`config.mk`:
```
export PLATFORM = sky130hd
export DESIGN_NAME = debug_dump_unit
export DESIGN_NICKNAME = d
export VERILOG_FILES = /design/src/rtl/debug_dump_unit_pkg.sv /design/src/rtl/debug_dump_unit_edge_rise.sv /design/src/rtl/debug_dump_unit.sv
export SDC_FILE = /design/constraint.sdc
export NUM_CORES = 1
export LEC_CHECK = 0
export ABC_AREA = 1
export CAP_MARGIN = 25
export CORE_ASPECT_RATIO = 1.25
export CORE_MARGIN = 2
export CORE_UTILIZATION = 42
export DETAILED_ROUTE_END_ITERATION = 6
export GPL_TIMING_DRIVEN = 1
export HOLD_SLACK_MARGIN = 0.06
export PLACE_DENSITY = 0.8
export SYNTH_ARGS = -nofsm -noshare
export SYNTH_HDL_FRONTEND = slang
export SYNTH_SLANG_ARGS = --single-unit
```
`constraint.sdc`:
```
create_clock -name clk -period 1.4 [get_ports clk]
set_input_delay 0.14 -clock clk [delete_from_list [all_inputs] [get_ports clk]]
set_output_delay 0.14 -clock clk [all_outputs]
set_load 0.01 [all_outputs]
```
`src/rtl/debug_dump_unit_pkg.sv`:
```
// Shared definitions for the debug register-dump responder: FSM encoding and
// default datapath sizes.
package debug_dump_unit_pkg;

   typedef enum logic [1:0] {
      DBG_IDLE  = 2'd0,
      DBG_FETCH = 2'd1,
      DBG_SEND  = 2'd2,
      DBG_DONE  = 2'd3
   } dbg_state_e;

   localparam int DEF_XLEN     = 32;
   localparam int DEF_NUM_REGS = 32;

endpackage

```
`src/rtl/debug_dump_unit_edge_rise.sv`:
```
// Rising-edge detector on a level input; one-cycle pulse when in goes 0->1.
// Kept generic so the UART and trace blocks can reuse it.
module debug_dump_unit_edge_rise (
   input  logic clk,
   input  logic rst,
   input  logic in,
   output logic pulse
);

   logic in_q;

   // NOTE: sequential state uses non-blocking assignments so every flop samples
   // pre-edge values regardless of process ordering.
   always_ff @(posedge clk or negedge rst) begin
      if (!rst) in_q <= 1'b0;
      else      in_q <= in;
   end

   assign pulse = in & ~in_q;

endmodule

```
`src/rtl/debug_dump_unit.sv`:
```
// Debug dump responder: on a rising debug edge, stalls the core and streams
// every architectural register out over a valid/ready port, one word per handshake.
module debug_dump_unit
   import debug_dump_unit_pkg::*;
#(
   parameter int  XLEN     = DEF_XLEN,
   parameter int  NUM_REGS = DEF_NUM_REGS,
   parameter bit  SKIP_X0  = 1'b0,
   localparam int IDXW     = $clog2(NUM_REGS)
) (
   input  logic            clk,
   input  logic            rst,
   input  logic            debug,
   output logic            cpu_stall,
   output logic [IDXW-1:0] dbg_raddr,
   input  logic [XLEN-1:0] dbg_rdata,
   output logic            out_valid,
   input  logic            out_ready,
   output logic [XLEN-1:0] out_data,
   output logic [IDXW-1:0] out_index,
   output logic            out_last,
   output logic            done
);

   localparam logic [IDXW-1:0] IDX_FIRST = SKIP_X0 ? IDXW'(1) : '0;
   localparam logic [IDXW-1:0] IDX_LAST  = IDXW'(NUM_REGS - 1);

   dbg_state_e      state, state_nxt;
   logic [IDXW-1:0] idx;
   logic            debug_rise;
   logic            trigger;
   logic            handshake;

   debug_dump_unit_edge_rise u_edge (
      .clk   (clk),
      .rst   (rst),
      .in    (debug),
      .pulse (debug_rise)
   );

   // Edges outside IDLE are dropped on purpose, never queued.
   assign trigger   = debug_rise & (state == DBG_IDLE);
   assign handshake = (state == DBG_SEND) & out_ready;
   assign dbg_raddr = idx;

   always_ff @(posedge clk or negedge rst) begin
      if (!rst) state <= DBG_IDLE;
      else      state <= state_nxt;
   end

   // NOTE: every combinational output gets a default first, so no path
   // through the case can leave it unassigned and infer a latch.
   always_comb begin
      state_nxt = state;
      unique case (state)
         DBG_IDLE:  if (trigger) state_nxt = DBG_FETCH;
         DBG_FETCH: state_nxt = DBG_SEND;
         DBG_SEND:  if (handshake) state_nxt = out_last ? DBG_DONE : DBG_FETCH;
         DBG_DONE:  state_nxt = DBG_IDLE;
         default:   state_nxt = DBG_IDLE;
      endcase
   end

   always_comb begin
      out_valid = 1'b0;
      done      = 1'b0;
      unique case (state)
         DBG_SEND: out_valid = 1'b1;
         DBG_DONE: done      = 1'b1;
         default:  ;
      endcase
   end

   // Stall is a flop fed from the next state, so it rises on the trigger edge
   // and the core never sees a decode glitch.
   always_ff @(posedge clk or negedge rst) begin
      if (!rst) begin
         idx       <= '0;
         cpu_stall <= 1'b0;
         out_data  <= '0;
         out_index <= '0;
         out_last  <= 1'b0;
      end else begin
         cpu_stall <= (state_nxt != DBG_IDLE);
         if (trigger)
            idx <= IDX_FIRST;
         else if (handshake && !out_last)
            idx <= idx + 1'b1;
         if (state == DBG_FETCH) begin
            out_data  <= dbg_rdata;
            out_index <= idx;
            out_last  <= (idx == IDX_LAST);
         end
      end
   end

endmodule

```
; ---- Word-level counts from Yosys, hierarchy flattened
; Cells that the tools add are included.
[op_classes]
addsub = 1
eq_ne = 4
n_mux = 8
bitwise_logic = 4
reduce_logical = 5
[ops]
columns = op, n
row1 = $mux 5, 2
row2 = $pmux 2 s4, 1
row3 = $mux 2, 3
row4 = $add 5x1->5 const B, 1
row5 = $eq 5x5->1 const B, 1
row6 = $eq 2x2->1 const B, 2
row7 = $reduce_bool 2->1, 2
row8 = $and 1x1->1, 3
row9 = $eq 2x1->1 const B, 1
row10 = $logic_not 2->1, 1
row11 = $mux 1, 2
row12 = $logic_and 1x1->1, 1
row13 = $logic_not 1->1, 1
row14 = $not 1->1, 1
[word_totals]
reg_bits = 47
in_bits = 36
out_inout_bits = 46
word_cells = 29

; ---- Longest topological paths before layout
[logic_depth]
word_depth = 6
mapped_depth = 6
depth_no_buf = 6

; ---- By module
; From an unflattened synthesis, not the netlist that was laid out.
[unflattened]
cells_unflattened = 214
area_unflattened_um2 = 1948.1
[modules_own_cells]
columns = module, instances, cells_each, area_each_um2, seq_area_each_um2
row1 = debug_dump_unit, 1, 211, 1913.1, 1151.1
row2 = debug_dump_unit_edge_rise, 1, 3, 35.0, 25.0

; ---- Least setup slack after synthesis
; Ideal clock, no wire load.
[synth_timing]
path_kind = flip-flop to flip-flop
from = register idx[0] (netlist: dbg_raddr[0])
to = register idx[4] (netlist: dbg_raddr[4])
setup_time_ns = 0.118
arrival_ns = 1.131
required_ns = 1.282
path_slack_ns = 0.151
path_stages_with_launch = 7
n_path_buf = 0
synth_period_minus_slack_ns = 1.249
cell_sequence = dfrtp_1 ha_1 nand2_1 nor2_1 ha_1 nand2_1 nand2_1
[synth_via]
elab_chain_len = 3
[synth_rtl]
columns = element, line_no
row1 = start: declaration, debug_dump_unit.sv:29  ; logic [IDXW-1:0] idx;
row2 = start signal: assignment, debug_dump_unit.sv:88  ; idx <= idx + 1'b1;
row3 = $add 5x1->5, debug_dump_unit.sv:88
row4 = $mux 5, debug_dump_unit.sv:87  ; else if (handshake && !out_last)
row5 = $mux 5, debug_dump_unit.sv:85  ; if (trigger)
; No other way between the ends. The select of a mux whose other input is x is not followed.
; A chain may end at the register's enable or synchronous reset.

; ---- Final worst setup path
[layout_timing]
from = register idx[1] (netlist: dbg_raddr[1])
to = output port dbg_raddr[1]
[layout_rtl]
columns = element, line_no
row1 = end: declaration, debug_dump_unit.sv:15  ; output logic [IDXW-1:0] dbg_raddr,
; No word-level cell between the ends.

==> flow_metrics.tcl <==
set metrics [dict create \
    cts_tree "yes" \
    finalCritPeriodShare_pct 97.5 \
    syn_area_sq_mm 0.00192 \
    reg2regPathDepth 6 \
    wl_per_cell_um 13.8 \
    drc 0 \
    final_common_cell "nand2_1" \
    reg2reg_from "state[1]$_DFF_PN0_" \
    setup_viol 0 \
    via_per_inst 4.89 \
    syn_inst 212 \
    grt_util_all_layers_pct 21.9 \
    hold_viol 0 \
    grt_overflow 0 \
    area_delta_synth_final_pct 56.6 \
    dr.first_iter.drc_count 89 \
    hpwl_mm 3.34 \
    clkPwrFrac_pct 14.0 \
    slew_headroom_pct 66.0 \
    period_needed_ns 1.37 \
    grt_pass1_vias 1857 \
    crit_buf_inv 1 \
    die_area_sq_mm 0.00512 \
    pin_count 82 \
    cts_made_buffers 5 \
    ys_ff_latch 47 \
    crit_type "reg -> out" \
    p_seq_share_pct 35.6 \
    num_vias 1790 \
    hp-class "in -> reg" \
    p_comb_share_pct 50.3 \
    critPathMaxStageDelay_ns 0.55 \
    drt_wl_total_mm 5.05 \
    cp_top_family "buffers and inverters" \
    max-cap-violations 0 \
    crit_slowest_cell "clkdlybuf4s50_1" \
    drtAntennaViolNets 0 \
    hold_depth 1 \
    crit_path_end_kind "output pin" \
    fin_nets 345 \
    syn-num-nets 250 \
    peakVddDrop_uv 1400 \
    powerDensity_mw_per_mm2 2100 \
    reg2reg_to "dbg_raddr[2]$_DFFE_PN0P_" \
    switchingPower_mw 2.31 \
    dr.pass1.iters 4 \
    antenna_found_initial 0 \
    yosysSeqAreaShare_pct 61.4 \
    die_x_um 64.4 \
    hp-start "debug" \
    worst_slew_pin_slew_ns 0.511 \
    clock_path_buffers 2 \
    p_int_mw 3.98 \
    rsz0062_at_grt "no" \
    cp.arrival_ns 1.23 \
    netlist_top_cells_area "dfrtp_1, nand2_1, nand3_1" \
    core-area_sq_mm 0.00439 \
    fin_ws_ns 0.0347 \
    whs_endpoint "u_edge.in_q$_DFF_PN0_" \
    pre_cts_ws_ns 0.104 \
    htreeDepth 2 \
    timing.final.max_slew_violations 0 \
    clk_pin_slew_ns 0.08 \
    cts_root_buffer "clkbuf_8" \
    io_buffers 81 \
    swShare_pct 36.7 \
    required_ns 1.26 \
    fin_skew_ns 0.00414 \
    yosys.area.top_type "dfrtp_1" \
    worst_setup_path_start_kind "flip-flop" \
    r2r_slack_ns 0.05 \
    grt_pass1_wl_mm 8.56 \
    critPathMaxFanout 2 \
    layout-drive-gt1-share_pct 10.7 \
    clk-insertion-delay-late_ns 0.29 \
    die_h_um 79.5 \
    final_cell_mix "nand2_1, clkdlybuf4s50_1, nand3_1, dfrtp_1, buf_4" \
    fp-row-count 27 \
    grt_max_degree 27 \
    ys_warn_count 0 \
    gp_congestion 0.764 \
    syn_avg_cell_area_sq_um 9.04 \
    status "completed" \
    initial_core_util_pct 43.6 \
    cts_sinks 47 \
    max_freq_mhz 732 \
    crit_chain "clkdlybuf4s50_1" \
    antenna_cells 0 \
    leakagePower_nw 1.55 \
    synth_top_area_share_pct 61.4 \
    yosysUniqueCellTypes 16 \
    tns_ns 0 \
]
==> how the worst max path moves through the flow <==
stage	startpoint	endpoint	slack, ns	depth (start not counted)
after global placement	state[0]$_DFF_PN0_	out_valid	0.13	2
after CTS	dbg_raddr[3]$_DFFE_PN0P_	dbg_raddr[3]	0.00007	1
final	dbg_raddr[1]$_DFFE_PN0P_	dbg_raddr[1]	0.03	1
after floorplan	dbg_raddr[0]$_DFFE_PN0P_	dbg_raddr[4]$_DFFE_PN0P_	0.15	6
after detailed placement	out_ready	dbg_raddr[3]$_DFFE_PN0P_	0.10	5
after global routing	out_data[1]$_DFFE_PN0P_	out_data[1]	0.0004	1
==> layout make-up <==
class,count,area [sq um]
fill,359,1390
sequential,47,1180
timing repair buffer,99,962
multi-input combinational,147,657
clock buffer,8,100
tap,58,72.6
inverter,7,28.8
==> cells in the mapped netlist, drive strengths merged <==
master and instances:
ha 2, nor2 6, dfrtp 47, a21oi 1, inv 7, nand3 45, o21ai 2, nand4 3
xor2 1, buf 9, nand2 87, clkbuf 2
==> registers in the layout, indices dropped and copies added, names as in the netlist <==
| signal | flops |
|---|---|
| out_data | 32 |
| dbg_raddr | 5 |
| state | 2 |
| out_index | 5 |
| u_edge.in_q | 1 |
| cpu_stall | 1 |
| out_last | 1 |
==> logic make-up after synthesis <==
| family | synth area share [%] |
|---|---|
| and+or+nand+nor | 31.6 |
| DFF | 61.4 |
| buffers and inverters | 4.44 |
| AOI/OAI and AO/OA | 0.784 |
| adders and majority gates | 1.31 |
| xor gates and xnor gates | 0.457 |
==> layer usage <==
layer	track usage, %	wire length, um	share of wire, %
met5	0	0	0
met3	4.51	263	5.2
met4	11.3	124	2.5
met2	36.1	2600	51
met1	27.1	2060	41
==> per-stage QoR <==
stage          total power, mW  util [%]  std cells  hold WS [ns]  cell area [sq um]
4_1_cts                   6.30      67.8        365         0.317               2980
3_3_place_gp              5.18      63.9        348         0.135               2810
6_report                  6.28      68.3        366         0.321               3000
2_1_floorplan             3.63         -        212        -0.156               1920
5_1_grt                   6.76      68.3        366         0.319               3000
3_5_place_dp              5.27      63.9        348         0.136               2810
==> power groups by stage <==
stage / clock network (mW) / logic (mW) / registers, mW
floorplan: 0 / 1.08 / 2.55
global placement: 0 / 2.88 / 2.30
detailed placement: 0 / 2.95 / 2.32
CTS: 0.902 / 3.16 / 2.24
global route: 0.966 / 3.47 / 2.32
finish: 0.881 / 3.16 / 2.24
==> worst register-to-register path, cell delays in order, from the launching register on <==
cell     delay (ns)
dfrtp_1        0.40
buf_4          0.16
buf_4          0.13
nor2_1         0.19
nand2_2        0.18
nand3_1        0.12
nand2_1        0.06
==> repair_timing <==
action	4_1_cts	5_1_grt
gates resized for setup	5	9
hold buffers	1	0
hold endpoints to repair	21	0
setup buffers	8	1
setup endpoints to repair	6	13
Power figures use the tool's default switching activity.
